===== src/rtl/program_loader_if.sv =====
// -----------------------------------------------------------------------------
// program_loader_if
//   Bundles the image byte stream (valid/ready) and the instruction-memory
//   write port used by program_loader.
//
//   Signals:
//     in_data   image byte from the upstream source
//     in_valid  in_data is valid
//     in_ready  loader accepts a byte this cycle
//     mem_we    memory write strobe
//     mem_addr  memory write address
//     mem_wdata memory write data
//
//   Modports:
//     master  loader side: consumes the stream, drives the memory port
//     slave   environment side: drives the stream, observes the memory port
// -----------------------------------------------------------------------------
interface program_loader_if #(
    parameter int ADDR_WIDTH = 5,
    parameter int DATA_WIDTH = 8
);
    logic [DATA_WIDTH-1:0] in_data;
    logic                  in_valid;
    logic                  in_ready;
    logic                  mem_we;
    logic [ADDR_WIDTH-1:0] mem_addr;
    logic [DATA_WIDTH-1:0] mem_wdata;

    modport master (
        input  in_data,
        input  in_valid,
        output in_ready,
        output mem_we,
        output mem_addr,
        output mem_wdata
    );

    modport slave (
        output in_data,
        output in_valid,
        input  in_ready,
        input  mem_we,
        input  mem_addr,
        input  mem_wdata
    );
endinterface


===== src/rtl/program_loader.sv =====
// -----------------------------------------------------------------------------
// program_loader
//   Streams a program image into the CPU instruction/data memory starting at
//   address 0, pulses the CPU reset, releases the CPU, waits for halt and
//   reports completion together with the number of cycles the CPU ran.
//
//   Ports:
//     clk        rising-edge clock shared with the CPU
//     rst        asynchronous active-low reset
//     bus        stream + memory write port (program_loader_if.master)
//     start      one-cycle request to load and run a program
//     abort      forces a return to IDLE from any state
//     load_len   image byte count, legal 1..2**ADDR_WIDTH, sampled on start
//     cpu_rst    active-high reset to the CPU
//     cpu_halt   CPU halt flag (only observed while running)
//     busy       high while loading, resetting the CPU or running
//     done       high once the CPU has halted
//     err        one-cycle pulse when start carries an illegal load_len
//     run_cycles clock edges spent running, saturating at 16'hFFFF
// -----------------------------------------------------------------------------
module program_loader #(
    parameter int ADDR_WIDTH = 5,
    parameter int DATA_WIDTH = 8,
    parameter int RST_HOLD   = 2
) (
    input  logic                  clk,
    input  logic                  rst,
    program_loader_if.master      bus,
    input  logic                  start,
    input  logic                  abort,
    input  logic [ADDR_WIDTH:0]   load_len,
    output logic                  cpu_rst,
    input  logic                  cpu_halt,
    output logic                  busy,
    output logic                  done,
    output logic                  err,
    output logic [15:0]           run_cycles
);

    localparam int LW    = ADDR_WIDTH + 1;
    localparam int DEPTH = 2 ** ADDR_WIDTH;
    localparam int HW    = (RST_HOLD > 1) ? $clog2(RST_HOLD) : 1;

    localparam logic [LW-1:0] MAX_LEN   = LW'(DEPTH);
    localparam logic [HW-1:0] HOLD_LAST = HW'(RST_HOLD - 1);

    localparam logic [2:0] S_IDLE    = 3'd0;
    localparam logic [2:0] S_LOAD    = 3'd1;
    localparam logic [2:0] S_RST_CPU = 3'd2;
    localparam logic [2:0] S_RUN     = 3'd3;
    localparam logic [2:0] S_HALTED  = 3'd4;

    logic [2:0]    state;
    logic [LW-1:0] len_q;
    // One bit wider than the address so a full-depth image can be counted.
    logic [LW-1:0] byte_cnt;
    logic [HW-1:0] hold_cnt;
    logic [15:0]   run_cnt;
    logic          err_q;

    logic          len_ok;
    logic          handshake;
    logic          last_byte;

    function automatic logic [15:0] sat_inc(input logic [15:0] v);
        return (v == 16'hFFFF) ? v : v + 16'd1;
    endfunction

    assign len_ok    = (load_len != '0) && (load_len <= MAX_LEN);
    assign handshake = bus.in_valid && (state == S_LOAD);
    assign last_byte = ((byte_cnt + LW'(1)) == len_q);

    // The write strobe is combinational so a byte lands in memory in the
    // very cycle it is accepted, including an abort cycle.
    assign bus.in_ready  = (state == S_LOAD);
    assign bus.mem_we    = handshake;
    assign bus.mem_addr  = byte_cnt[ADDR_WIDTH-1:0];
    assign bus.mem_wdata = bus.in_data;

    // The CPU is held in reset everywhere except while running and halted;
    // keeping it released in HALTED leaves it parked on its halt.
    assign cpu_rst    = !((state == S_RUN) || (state == S_HALTED));
    assign busy       = (state == S_LOAD) || (state == S_RST_CPU) || (state == S_RUN);
    assign done       = (state == S_HALTED);
    assign err        = err_q;
    assign run_cycles = run_cnt;

    always_ff @(posedge clk or negedge rst) begin
        if (!rst) begin
            state    <= S_IDLE;
            len_q    <= '0;
            byte_cnt <= '0;
            hold_cnt <= '0;
            run_cnt  <= '0;
            err_q    <= 1'b0;
        end else begin
            err_q <= 1'b0;
            if (abort) begin
                // run_cnt deliberately keeps its value across an abort.
                state    <= S_IDLE;
                byte_cnt <= '0;
            end else begin
                case (state)
                    S_IDLE, S_HALTED: begin
                        if (start) begin
                            if (len_ok) begin
                                len_q    <= load_len;
                                byte_cnt <= '0;
                                run_cnt  <= '0;
                                state    <= S_LOAD;
                            end else begin
                                err_q <= 1'b1;
                            end
                        end
                    end
                    S_LOAD: begin
                        if (handshake) begin
                            byte_cnt <= byte_cnt + LW'(1);
                            if (last_byte) begin
                                hold_cnt <= '0;
                                state    <= S_RST_CPU;
                            end
                        end
                    end
                    S_RST_CPU: begin
                        if (hold_cnt == HOLD_LAST) begin
                            state <= S_RUN;
                        end else begin
                            hold_cnt <= hold_cnt + HW'(1);
                        end
                    end
                    S_RUN: begin
                        // The halting edge itself is not counted.
                        if (cpu_halt) begin
                            state <= S_HALTED;
                        end else begin
                            run_cnt <= sat_inc(run_cnt);
                        end
                    end
                    default: begin
                        state <= S_IDLE;
                    end
                endcase
            end
        end
    end

endmodule

===== src/flat_wrapper.sv =====
// flat-port wrapper written by rule: the top's interface ports become plain ports
module program_loader_flat 
#(
    parameter int ADDR_WIDTH = 5,
    parameter int DATA_WIDTH = 8,
    parameter int RST_HOLD   = 2
)
  (clk, rst, start, abort, load_len, cpu_rst, cpu_halt, busy, done, err, run_cycles, bus_in_data, bus_in_valid, bus_in_ready, bus_mem_we, bus_mem_addr, bus_mem_wdata);
  program_loader_if #(.ADDR_WIDTH(ADDR_WIDTH), .DATA_WIDTH(DATA_WIDTH)) bus_i ();
  input  logic clk;
  input  logic rst;
  input  logic start;
  input  logic abort;
  input  logic [ADDR_WIDTH:0] load_len;
  output logic cpu_rst;
  input  logic cpu_halt;
  output logic busy;
  output logic done;
  output logic err;
  output logic [15:0] run_cycles;
  input wire logic [$bits(bus_i.in_data)-1:0] bus_in_data;
  input wire logic [$bits(bus_i.in_valid)-1:0] bus_in_valid;
  output wire logic [$bits(bus_i.in_ready)-1:0] bus_in_ready;
  output wire logic [$bits(bus_i.mem_we)-1:0] bus_mem_we;
  output wire logic [$bits(bus_i.mem_addr)-1:0] bus_mem_addr;
  output wire logic [$bits(bus_i.mem_wdata)-1:0] bus_mem_wdata;
  assign bus_i.in_data = bus_in_data;
  assign bus_i.in_valid = bus_in_valid;
  assign bus_in_ready = bus_i.in_ready;
  assign bus_mem_we = bus_i.mem_we;
  assign bus_mem_addr = bus_i.mem_addr;
  assign bus_mem_wdata = bus_i.mem_wdata;
  program_loader #(.ADDR_WIDTH(ADDR_WIDTH), .DATA_WIDTH(DATA_WIDTH), .RST_HOLD(RST_HOLD)) u_core (.clk(clk), .rst(rst), .bus(bus_i), .start(start), .abort(abort), .load_len(load_len), .cpu_rst(cpu_rst), .cpu_halt(cpu_halt), .busy(busy), .done(done), .err(err), .run_cycles(run_cycles));
endmodule

===== config.mk =====
export PLATFORM = sky130hd
export DESIGN_NAME = program_loader_flat
export DESIGN_NICKNAME = d
export VERILOG_FILES = /design/src/rtl/program_loader_if.sv /design/src/rtl/program_loader.sv /design/src/flat_wrapper.sv
export SDC_FILE = /design/constraint.sdc
export NUM_CORES = 1
export LEC_CHECK = 0
export CORE_ASPECT_RATIO = 1.2
export CORE_MARGIN = 2
export CORE_UTILIZATION = 53
export DETAILED_ROUTE_END_ITERATION = 16
export PLACE_DENSITY = 0.89
export SETUP_SLACK_MARGIN = 0.5
export SLEW_MARGIN = 20
export SYNTH_ARGS = -nofsm -noshare
export SYNTH_HDL_FRONTEND = slang
export SYNTH_SLANG_ARGS = --single-unit

===== constraint.sdc =====
create_clock -name clk -period 3.4 [get_ports clk]
set_clock_uncertainty 0.1 [all_clocks]
set_input_delay 0.68 -clock clk [delete_from_list [all_inputs] [get_ports clk]]
set_output_delay 0.68 -clock clk [all_outputs]
set_load 0.02 [all_outputs]

Yosys cells after proc, flatten, opt, wreduce, memory -nomap -nowiden:

Index checks and enable logic that the tools add are counted.
W data, S select, Z words.

* register bits: 33
* input bits: 20
* output and inout bits: 35
* logic and storage cells: 72

* add/subtract/negate cells: 3
* order comparisons: 1
* equal/unequal tests: 18
* mux-type cells: 26
* bitwise logic cells: 1
* reduce and logical (&&, ||, !) cells: 17

Operators by type and width (count)
* $mux W16: 4
* $pmux W16 S2: 1
* $mux W6: 4
* $mux W3: 7
* $add A16 B1 Y16 const B: 1
* $eq A16 B16 Y1 const B: 1
* $ne A3 B2 Y1 const B: 4
* $pmux W3 S4: 1
* $pmux W6 S2: 1
* $reduce_and A4 Y1: 3
* $reduce_and A6 Y1: 2
* $mux W1: 7
* $add A6 B1 Y6 const B: 1
* $eq A3 B2 Y1 const B: 2
* $eq A6 B6 Y1: 1
* $le A6 B6 Y1 const B: 1
* $ne A2 B1 Y1 const B: 3
* $ne A2 B2 Y1 const B: 3
* $ne A3 B3 Y1 const B: 2
* $reduce_bool A6 Y1: 1
* $reduce_bool A2 Y1: 2
* $eq A3 B1 Y1 const B: 1
* $eq A3 B3 Y1 const B: 1
* $logic_not A3 Y1: 1
* 8 further kinds: 11

Depth between registers and ports, before layout:

* depth after elaboration: 6
* gate-level depth with buffers: 7
* mapped depth without buffers: 6

Least setup slack after synthesis:

OpenSTA, ideal clock, no wires.

* path type: flip-flop to output port
* from: register u_core.state[2]
* to: output bus_mem_we
* arrival: 1765 ps
* slack: 855 ps
* cell stages (with the launch flop): 5
* path through: dfrtp_1 -> clkbuf_1 -> nor3b_1 -> and2_1 -> clkbuf_1

* word-level cells in the longest chain between the ends: 2

Ends and longest elaborated chain
* from (decl): RTL line program_loader.sv:53 `logic [2:0] state;`
* from (signal assigned): RTL line program_loader.sv:90 `state <= S_IDLE;`
* from (signal assigned): RTL line program_loader.sv:100 `state <= S_IDLE;`
* from (signal assigned): RTL line program_loader.sv:110 `state <= S_LOAD;`
* $eq A3 B1 Y1
* net bus_in_ready: RTL line flat_wrapper.sv:23 `output wire logic [$bits(bus_i.in_ready)-1:0] bus_in_ready;`
* $logic_and A1 B1 Y1: RTL line program_loader.sv:70 `assign handshake = bus.in_valid && (state == S_LOAD);`
* to (decl): RTL line flat_wrapper.sv:24 `output wire logic [$bits(bus_i.mem_we)-1:0] bus_mem_we;`

The timed path passes the listed nets, and every way through them passes these cells.

Final worst setup path:

* from: register u_core.state[0]
* to: output bus_mem_we

* word-level cells in the longest chain between the ends: 2

Ends and longest elaborated chain (RTL line)
* $eq A3 B1 Y1: program_loader.sv:70
* $logic_and A1 B1 Y1: program_loader.sv:70

No other way between the ends.

==> metrics.txt <==
syn_area_per_cell ~9 um2; RR Startpoint u_core.state[1]$_DFFE_PN0P_; crit-path max FO 12; Final Cycle Share 0.8138; Reg2Reg Setup Slack 0.99 ns; row cnt 25; Syn-to-layout area delta 18.72%; Setup-failing EPs final 0; GPL Wtd Cong a little under 0.9; relative slew slack 0.6743; via count just under 2000; Hold EP u_core.byte_cnt[5]$_DFFE_PN0P_; Min-Delay Path Class reg2reg; EDFF count, synth 0; Period minus WS final between 2 and 3 ns; CTS tree yes; ant diodes 0; Hold Startpoint u_core.byte_cnt[5]$_DFFE_PN0P_; Finished Core Util 0.6524; clk sinks 33; P_int between 0.6 and 0.7 mW; Net Sw Frac 0.2993; initial core utilization 0.5495; final hold vios 0; RSZ-0062 raised after global routing false; f_max between 300 and 400 MHz; Primary FF master, synth dfrtp_1; post_cts resized 0; dpl hpwl ~3500 um; library cells used by synthesis 53; CP required about 2.6 ns; Synth Warn # 0; die width 62.36 um; Num CTS Buffers 5; DRC 0; Synth top area share 0.3813; Die ar. roughly 4600 um2; placed cell area around 2500 um2; drt pass-1 iters 4; Pwr Density between 300 and 400 nW/um2; layout cells sized above 1 0.08209; Post-Syn Instances approximately 250; Worst Slack Setup Final 0.6331 ns; post-route cell area 2571 um2; Switch Pwr between 0.2 and 0.3 mW; First DRT Iteration DRCs between 100 and 150; WL per Instance 15.45 um; slowest CP cell clkdlybuf4s50_1; reg2reg end u_core.run_cycles[12]$_DFFE_PN0P_; Post-synth ARST share 1.000; CP bufs+invs 1; MaxCap Viol Count 0; Synth Net Count 268; cell chosen for the clock root clkbuf_8; sequential cell area fraction in the yosys report 0.3813; Yosys top cell by area dfrtp_1; antenna violations before repair 0; Max Root-Sink Buffers 2; final cell count without fillers around 320; WL final slightly below 5000 um; Crit Path Class reg2out; worst vdd ir between 200 and 300 uV; Placed Instances around 310; R2R depth 6; first-pass GRT wire length roughly 8500 um; worst skew pair latency 0.28 ns; Synth area leaders dfrtp_1, a21oi_1, buf_4; Total Power approximately 1 mW; Total GRT Usage 0.2325; Place WS approximately 0.38 ns; Syn Std Cell Area 2166 um2; worst-path cell chain nor3b_1 > and2_1 > clkdlybuf4s50_1; hold_ws just over 0.4 ns; pin count of the biggest net entering global routing 34; Die Ht approximately 74 um; Hold Crit Depth 1; vias per cell approximately 6; #FFs+latches synth 33; Critical Path AT 1.99 ns; P_leak ~1.0 nW; CP endpoint kind output pin; NumNets Final approximately 290; CP startpoint kind register; Setup TNS 0 ns; Slew @ Worst Pin roughly 0.5 ns; Clock Power Share 0.329; Core ar. 3941 um2; fin. max-slew vios 0; H-tree levels 2; delay-heaviest family, CP buffers and inverters; result of the run finished clean; vias in the first global route 1866; IO Port Bufs 38; Combinational Power Share 0.222; sequential share of power 0.449; slowest stage delay, CP 0.61 ns; total gr overflow 0; Post-CTS Setup Bufs 0; Antenna Nets Post-Route 0; IO Pins 55; # hold bufs at CTS 0; Clock Pin Slew Worst Setup and Hold Paths 0.07 ns
[placed cells by master, fill, tap and decap left out, types with 4 or more instances in the layout]
| cell | n |
|---|---|
| a211oi_1 | 5 |
| o21ai_1 | 5 |
| or3_1 | 12 |
| and3_1 | 5 |
| a21oi_1 | 23 |
| xnor2_1 | 4 |
| nor2_1 | 18 |
| nand2_1 | 22 |
| xor2_1 | 4 |
| o2111ai_1 | 5 |
| clkdlybuf4s50_1 | 38 |
| dfrtp_1 | 33 |
| o211ai_1 | 4 |
| nand3_1 | 5 |
| mux2i_1 | 4 |
| nand4_1 | 8 |
| buf_4 | 4 |
| clkbuf_8 | 7 |
| o21ai_0 | 12 |
[Yosys cell counts (2+ instances only)]
cell type	number
or3_1	12
nand4_1	8
and3_1	5
nor2b_1	2
o2111ai_1	5
and2_1	3
inv_1	2
nor3_1	3
nand2_1	22
o21ai_0	12
o211ai_1	4
buf_6	2
xor2_1	4
clkbuf_1	8
dfrtp_1	33
buf_4	13
mux2i_1	4
nand2b_1	3
a211oi_1	5
o31ai_1	3
xnor2_1	4
o21ai_1	5
buf_2	4
a21oi_1	23
nor2_1	18
and4_1	3
nand3_1	5
nor3b_1	2
a31oi_1	3
ha_1	2
or4_1	2
[kinds of logic (layout without fill, tap and decap cells)]
| logic type | Yosys count | in the layout | share of synthesized area |
|---|---|---|---|
| XOR/XNOR | 8 | 8 | 0.03235 |
| AO/OA/AOI/OAI | 67 | 67 | 0.1987 |
| multiplexers | 5 | 5 | 0.02369 |
| flip-flops | 33 | 33 | 0.3813 |
| adder cells (fa/ha/maj) | 2 | 2 | 0.01155 |
| buffers and inverters | 30 | 52 | 0.08376 |
| AND/OR/NAND/NOR | 101 | 101 | 0.2686 |
[routing by layer]
layer	routed length (um)	vias to the layer above	part of all wire	track usage
met5	0	-	0	0
met4	47	0	0.0094	0.09383
met3	214	4	0.043	0.04992
met2	2687	62	0.54	0.4312
met1	2024	940	0.41	0.2660
li1	-	930	-	-
[sequential cells by signal, indices dropped and copies added (netlist names)]
name               cells
u_core.run_cycles     16
u_core.byte_cnt        6
u_core.len_q           6
u_core.state           3
u_core.err             1
u_core.hold_cnt        1
[how the worst max path moves through the flow]
| stage | from | end | slack [ns] | depth (start not counted) |
|---|---|---|---|---|
| 5_1_grt | u_core.state[0]$_DFFE_PN0P_ | bus_mem_we | 0.52 | 3 |
| 3_5_place_dp | load_len[1] | u_core.run_cycles[3]$_DFFE_PN0P_ | 0.38 | 6 |
| 4_1_cts | u_core.state[0]$_DFFE_PN0P_ | bus_mem_we | 0.62 | 3 |
| 2_1_floorplan | u_core.state[2]$_DFFE_PN0P_ | bus_mem_we | 0.85 | 4 |
| 3_3_place_gp | load_len[1] | u_core.run_cycles[3]$_DFFE_PN0P_ | 0.41 | 6 |
| 6_report | u_core.state[0]$_DFFE_PN0P_ | bus_mem_we | 0.63 | 3 |
[power by group through the flow]
stage	Sequential (mW)	Clock (mW)	Combinational, mW
2_1_floorplan	0.442	0	0.168
6_report	0.447	0.327	0.221
4_1_cts	0.446	0.333	0.221
3_5_place_dp	0.453	0	0.219
3_3_place_gp	0.453	0	0.212
5_1_grt	0.449	0.356	0.244
[cell type report]
| cell class | count | area, um2 |
|---|---|---|
| Clock buffer | 7 | 96.34 |
| Timing Repair Buffer | 42 | 410.4 |
| Fill cell | 343 | 1370 |
| Clock inverter | 1 | 5.005 |
| Multi-Input combinational cell | 183 | 1159 |
| Sequential cell | 33 | 825.8 |
| Inverter | 2 | 7.507 |
| Tap cell | 54 | 67.56 |
No activity file was read; power rests on OpenSTA's default activity.
